### config.mk
export PLATFORM = sky130hd
export DESIGN_NAME = ddr4_cmd_issue
export DESIGN_NICKNAME = d
export VERILOG_FILES = /design/src/rtl/ddr4_cmd_issue.sv
export SDC_FILE = /design/constraint.sdc
export NUM_CORES = 1
export LEC_CHECK = 0
export ABC_AREA = 1
export CAP_MARGIN = 20
export CORE_ASPECT_RATIO = 0.5
export CORE_MARGIN = 3
export CORE_UTILIZATION = 55
export CTS_CLUSTER_SIZE = 12
export DETAILED_ROUTE_END_ITERATION = 6
export GPL_TIMING_DRIVEN = 0
export PLACE_DENSITY_LB_ADDON = 0.12
export SLEW_MARGIN = 20
export SYNTH_ARGS = -nofsm -noshare
export SYNTH_HDL_FRONTEND = slang
export SYNTH_SLANG_ARGS = --single-unit
### constraint.sdc
create_clock -name CLK -period 4.2 [get_ports CLK]
set_input_delay 0.63 -clock CLK [delete_from_list [all_inputs] [get_ports CLK]]
set_output_delay 0.63 -clock CLK [all_outputs]
set_load 0.02 [all_outputs]
### src/rtl/ddr4_cmd_issue.sv
`default_nettype none
// ============================================================================
// Module   : ddr4_cmd_issue
// Brief    : DDR4 command issue stage. Buffers abstract scheduler requests in
//            a small FIFO and drives registered DDR4 command/address pins with
//            per-rank chip select, broadcast, 1T/2T timing and CA parity.
// Revision : 1.0 - initial release
// ============================================================================
module ddr4_cmd_issue #(
  parameter int RANKS     = 2,
  parameter int RANK_BITS = (RANKS > 1) ? $clog2(RANKS) : 1,
  parameter int DEPTH     = 4,
  parameter int COL_BITS  = 10
) (
  input  logic                   CLK,
  input  logic                   RST,
  input  logic                   req_valid,
  output logic                   req_ready,
  input  logic [2:0]             req_cmd,
  input  logic [RANK_BITS-1:0]   req_rank,
  input  logic                   req_all,
  input  logic [1:0]             req_bg,
  input  logic [1:0]             req_ba,
  input  logic [17:0]            req_addr,
  input  logic                   req_ap,
  input  logic                   mode_2t,
  input  logic                   par_en,
  output logic [RANKS-1:0]       CS_n,
  output logic                   ACT_n,
  output logic                   RAS_n_A16,
  output logic                   CAS_n_A15,
  output logic                   WE_n_A14,
  output logic                   A17,
  output logic [1:0]             BG,
  output logic [1:0]             BA,
  output logic [13:0]            ADDR,
  output logic                   PARITY,
  output logic                   cmd_issued,
  output logic                   rank_err,
  output logic [$clog2(DEPTH):0] fifo_count
);

  localparam int AW = $clog2(DEPTH);
  localparam logic [AW:0] c_FULL = DEPTH[AW:0];

  localparam logic [2:0] c_CMD_DES  = 3'd0;
  localparam logic [2:0] c_CMD_ACT  = 3'd1;
  localparam logic [2:0] c_CMD_RD   = 3'd2;
  localparam logic [2:0] c_CMD_WR   = 3'd3;
  localparam logic [2:0] c_CMD_PRE  = 3'd4;
  localparam logic [2:0] c_CMD_PREA = 3'd5;
  localparam logic [2:0] c_CMD_REF  = 3'd6;
  localparam logic [2:0] c_CMD_MRS  = 3'd7;

  typedef struct packed {
    logic [2:0]           cmd;
    logic [RANK_BITS-1:0] rank;
    logic                 all;
    logic [1:0]           bg;
    logic [1:0]           ba;
    logic [17:0]          addr;
    logic                 ap;
  } entry_t;

  // r_state describes what the pins will show after the next edge; the
  // command being worked on has already been popped into r_cmd.
  typedef enum logic [1:0] {
    S_IDLE   = 2'd0,
    S_SETUP  = 2'd1,
    S_ASSERT = 2'd2
  } state_t;

  entry_t         r_mem [DEPTH];
  logic [AW:0]    r_wr_ptr, r_rd_ptr;
  entry_t         r_cmd;
  logic           r_cur_2t;
  state_t         r_state, w_state_nxt;
  entry_t         w_wr_entry, w_head;
  logic           w_push, w_pop, w_empty;
  logic           w_bcast, w_rank_bad;
  logic           w_act_n, w_ras, w_cas, w_we, w_a17, w_issue, w_err;
  logic [1:0]     w_bg, w_ba;
  logic [13:0]    w_addr;
  logic [RANKS-1:0] w_cs;

  assign fifo_count = r_wr_ptr - r_rd_ptr;
  assign w_empty    = (fifo_count == '0);
  assign req_ready  = (fifo_count != c_FULL);
  assign w_push     = req_valid && req_ready;
  assign w_wr_entry = {req_cmd, req_rank, req_all, req_bg, req_ba, req_addr, req_ap};
  assign w_head     = r_mem[r_rd_ptr[AW-1:0]];

  // Broadcast only applies to commands that make sense on every rank.
  assign w_bcast    = r_cmd.all && ((r_cmd.cmd == c_CMD_PREA) ||
                                    (r_cmd.cmd == c_CMD_REF)  ||
                                    (r_cmd.cmd == c_CMD_MRS));
  assign w_rank_bad = !w_bcast && (int'(r_cmd.rank) >= RANKS);

  // FIFO storage write (no reset needed, validity is held by the pointers)
  always_ff @(posedge CLK) begin
    if (w_push) r_mem[r_wr_ptr[AW-1:0]] <= w_wr_entry;
  end

  // FIFO pointers; the extra MSB distinguishes full from empty
  always_ff @(posedge CLK or posedge RST) begin
    if (RST) begin
      r_wr_ptr <= '0;
      r_rd_ptr <= '0;
    end else begin
      if (w_push) r_wr_ptr <= r_wr_ptr + 1'b1;
      if (w_pop)  r_rd_ptr <= r_rd_ptr + 1'b1;
    end
  end

  // Issue FSM next-state and pop decision
  always_comb begin
    w_state_nxt = r_state;
    w_pop       = 1'b0;
    case (r_state)
      S_IDLE: begin
        if (!w_empty) begin
          w_pop       = 1'b1;
          w_state_nxt = mode_2t ? S_SETUP : S_ASSERT;
        end
      end
      S_SETUP: w_state_nxt = S_ASSERT;
      S_ASSERT: begin
        // 2T commands always get a DES gap; 1T commands issue back-to-back
        if (!r_cur_2t && !w_empty) begin
          w_pop       = 1'b1;
          w_state_nxt = mode_2t ? S_SETUP : S_ASSERT;
        end else begin
          w_state_nxt = S_IDLE;
        end
      end
      default: w_state_nxt = S_IDLE;
    endcase
  end

  // FSM state, current command and the timing mode it was popped with
  always_ff @(posedge CLK or posedge RST) begin
    if (RST) begin
      r_state  <= S_IDLE;
      r_cmd    <= '0;
      r_cur_2t <= 1'b0;
    end else begin
      r_state <= w_state_nxt;
      if (w_pop) begin
        r_cmd    <= w_head;
        r_cur_2t <= mode_2t;
      end
    end
  end

  // Encode the next pin values; DES unless a command is in SETUP/ASSERT
  always_comb begin
    w_act_n = 1'b1;
    w_ras   = 1'b1;
    w_cas   = 1'b1;
    w_we    = 1'b1;
    w_bg    = 2'b00;
    w_ba    = 2'b00;
    w_addr  = '0;
    w_a17   = 1'b0;
    w_cs    = '1;
    w_issue = 1'b0;
    w_err   = 1'b0;
    if (r_state != S_IDLE) begin
      case (r_cmd.cmd)
        c_CMD_ACT: begin
          w_act_n = 1'b0;
          w_ras   = r_cmd.addr[16];
          w_cas   = r_cmd.addr[15];
          w_we    = r_cmd.addr[14];
          w_bg    = r_cmd.bg;
          w_ba    = r_cmd.ba;
          w_addr  = r_cmd.addr[13:0];
          w_a17   = r_cmd.addr[17];
        end
        c_CMD_RD, c_CMD_WR: begin
          w_cas  = 1'b0;
          w_we   = (r_cmd.cmd == c_CMD_RD);
          w_bg   = r_cmd.bg;
          w_ba   = r_cmd.ba;
          w_addr[COL_BITS-1:0] = r_cmd.addr[COL_BITS-1:0];
          w_addr[12] = 1'b1;
          w_addr[10] = r_cmd.ap;
        end
        c_CMD_PRE: begin
          w_ras = 1'b0;
          w_we  = 1'b0;
          w_bg  = r_cmd.bg;
          w_ba  = r_cmd.ba;
        end
        c_CMD_PREA: begin
          w_ras      = 1'b0;
          w_we       = 1'b0;
          w_addr[10] = 1'b1;
        end
        c_CMD_REF: begin
          w_ras = 1'b0;
          w_cas = 1'b0;
        end
        c_CMD_MRS: begin
          w_ras  = 1'b0;
          w_cas  = 1'b0;
          w_we   = 1'b0;
          w_bg   = r_cmd.bg;
          w_ba   = r_cmd.ba;
          w_addr = r_cmd.addr[13:0];
        end
        default: ;
      endcase
      // Chip select only in ASSERT; an out-of-range rank selects nothing
      if ((r_state == S_ASSERT) && (r_cmd.cmd != c_CMD_DES)) begin
        w_err   = w_rank_bad;
        w_issue = !w_rank_bad;
        for (int i = 0; i < RANKS; i++) begin
          w_cs[i] = !(w_bcast || (int'(r_cmd.rank) == i));
        end
      end
    end
  end

  // Registered pin outputs with parity computed over the same next values
  always_ff @(posedge CLK or posedge RST) begin
    if (RST) begin
      CS_n       <= '1;
      ACT_n      <= 1'b1;
      RAS_n_A16  <= 1'b1;
      CAS_n_A15  <= 1'b1;
      WE_n_A14   <= 1'b1;
      A17        <= 1'b0;
      BG         <= 2'b00;
      BA         <= 2'b00;
      ADDR       <= '0;
      PARITY     <= 1'b0;
      cmd_issued <= 1'b0;
      rank_err   <= 1'b0;
    end else begin
      CS_n       <= w_cs;
      ACT_n      <= w_act_n;
      RAS_n_A16  <= w_ras;
      CAS_n_A15  <= w_cas;
      WE_n_A14   <= w_we;
      A17        <= w_a17;
      BG         <= w_bg;
      BA         <= w_ba;
      ADDR       <= w_addr;
      PARITY     <= par_en & (^{w_act_n, w_ras, w_cas, w_we, w_bg, w_ba, w_addr, w_a17});
      cmd_issued <= w_issue;
      rank_err   <= w_err;
    end
  end

endmodule
`default_nettype wire

# After elaboration in Yosys (flattened, before gate mapping)
# Memories as Yosys holds them, arrays and structs flattened. A register that Yosys moved wholly into a read port is not among the register bits.
# Index checks and enable logic that the tools add are counted.
dict set report op_classes {
  n_addsub 3
  n_eq_ne 11
  n_mux 33
  bitwise_logic 2
  reduce_logical 24
}
# op n
set op_table {}
lappend op_table {{23-bit parity} 1}
lappend op_table {{2-bit 2-to-1 mux} 9}
lappend op_table {{1-bit 2-to-1 mux} 15}
lappend op_table {{14-bit 2-to-1 mux} 1}
lappend op_table {{3-bit equality test, second input constant} 4}
lappend op_table {{4-bit OR reduction} 3}
lappend op_table {{10-bit 2-to-1 mux} 1}
lappend op_table {{1-bit case mux with 2 select lines} 4}
lappend op_table {{3-bit by 1-bit adder with 3-bit output, second input constant} 2}
lappend op_table {{3-bit by 2-bit equality test with 1-bit output, second input constant} 2}
lappend op_table {{1-bit case mux with 3 select lines} 2}
lappend op_table {{2-bit case mux with 3 select lines} 1}
lappend op_table {{5-bit OR reduction} 1}
lappend op_table {{1-bit logical AND} 4}
lappend op_table {{1-bit logical NOT} 4}
lappend op_table {{1-bit logical OR} 4}
lappend op_table {{2-bit OR reduction} 2}
lappend op_table {{3-bit by 1-bit equality test with 1-bit output, second input constant} 1}
lappend op_table {{3-bit logical NOT} 1}
lappend op_table {{3-bit inequality test, second input constant} 1}
lappend op_table {{3-bit nonzero test} 1}
lappend op_table {{3-bit OR reduction} 1}
lappend op_table {{3-bit subtractor} 1}
lappend op_table {{2-bit by 1-bit equality test with 1-bit output, second input constant} 1}
lappend op_table {{6 further kinds} 6}
dict set report word_totals {
  register_bits 36
  ramBits 112
  in_bits 33
  output_inout_bits 32
  elab_cells 89
  memories 1
}
# name words word_bits read_ports rd_ports_with_merged_regs wr line_no
set memory_table {}
lappend memory_table {r_mem 4 28 1 1 1 73} ;# entry_t r_mem [DEPTH];

# Longest topological paths before layout
dict set report logic_depth {
  ltp_word 8
  ltp_mapped 17
  mapped_depth_nobuf 17
}

# Worst setup path after synthesis
# No wires, ideal clock.
dict set report synth_path {
  kind {register to register}
  start {reg r_wr_ptr[0]}
  end {mem r_mem[3][0] (netlist name) (enable)}
  setup_ps 416
  arrival_ps 3133
  required_time_ps 3784
  path_slack_ps 651
  path_stages_with_launch 9
  path_buffers 0
  synth_period_minus_slack_ps 3549
  path_cell_list {dfrtp_1 -> inv_1 -> ha_1 -> fa_1 -> xnor2_1 -> xnor2_1 -> nand3_1 -> nand2_1 -> nor2_1}
}
dict set report synth_via {
  elab_chain_len 5
}
# element line_no
set synth_rtl {}
lappend synth_rtl {{from (decl)} 74} ;# logic [AW:0] r_wr_ptr, r_rd_ptr;
lappend synth_rtl {{from (signal assigned)} 110} ;# if (w_push) r_wr_ptr <= r_wr_ptr + 1'b1;
lappend synth_rtl {{3-bit subtractor} 86} ;# assign fifo_count = r_wr_ptr - r_rd_ptr;
lappend synth_rtl {{named net fifo_count[2]} 40} ;# output logic [$clog2(DEPTH):0] fifo_count
lappend synth_rtl {{3-bit inequality test} 88} ;# assign req_ready = (fifo_count != c_FULL);
lappend synth_rtl {{named net req_ready} 18} ;# output logic req_ready,
lappend synth_rtl {{1-bit logical AND} 89} ;# assign w_push = req_valid && req_ready;
lappend synth_rtl {{1-bit 2-to-1 mux} 101} ;# if (w_push) r_mem[r_wr_ptr[AW-1:0]] <= w_wr_entry;
lappend synth_rtl {{1-bit 2-to-1 mux (implied by the code)} 101}
lappend synth_rtl {{to (decl)} 73}
# The timed path passes the listed nets, and every way through them passes these cells.

# Worst setup path in the final report
dict set report layout_path {
  start {reg r_wr_ptr[0]}
  end {out req_ready}
}
dict set report layout_via {
  elab_chain_len 2
}
# element line_no
set layout_rtl {}
lappend layout_rtl {{3-bit subtractor} 86}
lappend layout_rtl {{3-bit inequality test} 88}
lappend layout_rtl {{to (decl)} 18}
# No other way between the ends.

==> results_dict.tcl <==
set metrics [dict create \
    fin_area_um2 8810 \
    max-vdd-ir-drop_uv 393 \
    finalSetupTns_ps 0 \
    grt_usage 0.238 \
    start_kind "register" \
    cp.required_ps 3570 \
    globalRouteMet2Util 0.369 \
    antenna_found_initial 0 \
    p_leak_nw 3.56 \
    synth_area_per_cell_um2 11.5 \
    path_cells "inv_1, ha_1, fa_1, xnor2_1, xnor2_1, nand3_1, clkdlybuf4s50_1" \
    slew_violations 0 \
    layout_common_cells "nor2_1, edfxtp_1, nand2_1" \
    r2r-start "r_wr_ptr[0]" \
    path_class "reg -> out" \
    first_iter_violations 356 \
    crit_fanout 4 \
    critical_path.max_stage_delay_ps 560 \
    netlist_area_um2 7240 \
    fp.dieArea_um2 14700 \
    postCtsSetupRepairBufs 0 \
    die_width_um 168 \
    grt_setup_unrepaired "false" \
    port_buffers 63 \
    synth-seq-cells 176 \
    grt_pass1_vias 4828 \
    fill_cells 876 \
    start_util 0.587 \
    first_pass_iters 5 \
    synth-seq-area-share 0.687 \
    ys.flop_type "edfxtp_1" \
    grt_first_pass_wirelength_mm 26.1 \
    via_per_inst 5.56 \
    cts_tree "built" \
    h-tree-depth 4 \
    worst_slew_pin_slew_ps 694 \
    place_area_um2 8230 \
    slowest_stage "clkdlybuf4s50_1" \
    place_congestion 0.858 \
    grt_use_met3 0.0684 \
    drive_above_1_share 0.115 \
    vias 4973 \
    num_antenna_cells 0 \
    cpMostUsedCell "xnor2_1" \
    busiest_layer "met2" \
    clockRootBuffer "clkbuf_16" \
    antenna_left 0 \
    crit_start "r_wr_ptr[0]" \
    wirelength_mm 16.4 \
    cts_hold_buf 0 \
    clk_latency_ps 430 \
    place_hpwl_mm 11.1 \
    syn-num-nets 669 \
    coreArea_um2 12300 \
    cts_resized 0 \
    mostFrequentLayoutCell "nor2_1" \
    report.final.hold_viol_count 0 \
    clk_path_buf_depth 2 \
    setup_viol 0 \
    clk_pin_slew_ps 70 \
    fin_crit_sh 0.758 \
    ys_warn_count 0 \
    worst_hold_startpoint "r_cmd[24]" \
    cts.sinks 176 \
    synth_edf_count 112 \
    syn-instance-count 629 \
    worst-path-buf-inv 2 \
    area.growth.synth_to_final_pct 21.7 \
    wl_per_cell_um 18.4 \
    arrival_ps 2550 \
    slew_headroom 0.536 \
    drc_errors 0 \
    ys_async_sr_fraction 0.364 \
    layout_min_cycle_time_ps 3180 \
    grt_max_degree 39 \
    use_met1 0.336 \
    cap_viol_max_count 0 \
    die_y_um 87.1 \
    critPathTopFamily "buffers and inverters" \
    numCtsBuffers 17 \
    end_kind "output pin" \
    grt_overflow_total 0 \
    synth.distinct_cells 32 \
    io_pins 65 \
    status "finished, final reports clean" \
    std_cell_rows 28 \
    max_freq_ghz 0.314 \
    finClkSkew_ps 11.7 \
    power_density_nw_per_um2 895 \
    fin_nets 756 \
    min_path_type "reg -> reg" \
]
-- worst paths after layout --
check | endpoint | slack (ps) | depth (start not counted)
worst max register to register | r_mem[3][13] | 1350 | 9
worst min register to register | CS_n[1] | 480 | 1
max in group asynchronous | CS_n[1] | 3130 | 3
min in group asynchronous | ADDR[12] | 510 | 2
worst max-delay path | req_ready | 1020 | 7
worst min-delay path | CS_n[1] | 480 | 1
-- report_power, final --
part | switching (mW) | internal (mW) | leakage, nW
sequential | 0.235 | 2.47 | 1.79
combinational | 2.37 | 1.29 | 1.50
clock | 0.730 | 0.790 | 0.272
-- cell type report --
class | count | area, um2 | area share
sequential | 176 | 4970 | 0.564
multi-input combinational | 371 | 1980 | 0.225
timing repair buffer | 68 | 753 | 0.0855
clock buffer | 18 | 429 | 0.0487
inverter | 56 | 213 | 0.0241
tap | 165 | 206 | 0.0234
clock inverter | 14 | 149 | 0.0169
buffer | 26 | 109 | 0.0124
-- synthesized netlist by cell type (2+ instances only) --
cell / count / area share
buf_1: 3 / 0.0016
xnor2_1: 3 / 0.0036
clkbuf_1: 16 / 0.0083
buf_2: 6 / 0.0041
nor2_4: 2 / 0.0031
o32ai_1: 28 / 0.034
nand2_2: 3 / 0.0026
o21ai_0: 33 / 0.023
xor2_1: 6 / 0.0073
nand2_1: 74 / 0.038
mux2_2: 11 / 0.017
nand4_1: 6 / 0.0052
edfxtp_1: 112 / 0.46
ha_1: 6 / 0.010
dfrtp_1: 58 / 0.20
nor2_1: 129 / 0.067
nand2_4: 5 / 0.0078
inv_1: 51 / 0.026
dfstp_2: 6 / 0.022
a21oi_1: 25 / 0.017
inv_2: 5 / 0.0026
nand3_1: 30 / 0.021
nor2_2: 2 / 0.0017
-- metal layers --
metal / wire (um) / up-vias
met4: 202 / 0
met2: 7220 / 210
li1: - / 2325
met5: 0 / -
met1: 7500 / 2416
met3: 1490 / 22
-- stage by stage --
step | util | power, mW | setup slack (ps) | hold slack, ps | std cells
5_1_grt | 0.714 | 8.46 | 825 | 519 | 894
3_3_place_gp | 0.655 | 6.16 | -46.7 | 464 | 857
4_1_cts | 0.714 | 7.90 | 994 | 478 | 894
6_report | 0.714 | 7.89 | 1020 | 478 | 894
3_5_place_dp | 0.668 | 6.36 | 1340 | 475 | 862
2_1_floorplan | - | 5.09 | 651 | 412 | 629
-- registers in the layout (all words and copies together) (netlist names) --
signal and flops:
CS_n 2, WE_n_A14 1, RAS_n_A16 1, r_mem 112, A17 1, cmd_issued 1
ACT_n 1, r_rd_ptr 3, PARITY 1, BG 2, r_cur_2t 1, ADDR 14
CAS_n_A15 1, r_cmd 28, r_wr_ptr 3, r_state 2, BA 2
-- kinds of logic (layout without fill, tap and decap cells) --
kind of cell             after synthesis  count (layout)  share of synthesized area
AND/OR/NAND/NOR                      253             253                      0.149
XOR/XNOR                               9               9                     0.0109
adder cells (fa/ha/maj)                7               7                     0.0131
buffers and inverters                 82             182                     0.0441
other                                  1               1                   0.000518
AO/OA/AOI/OAI                         90              90                     0.0786
flip-flops                           176             176                      0.687
multiplexers                          11              11                     0.0171
-- worst reg2reg max path: stages, from the launching register on --
cell and delay, ps:
dfrtp_1 380, inv_1 110, ha_1 230, fa_1 380, xnor2_1 150, xnor2_1 150
nand3_1 90, nand2_1 290, nor2_4 550, buf_16 230
No activity file was read; power rests on OpenSTA's default activity.
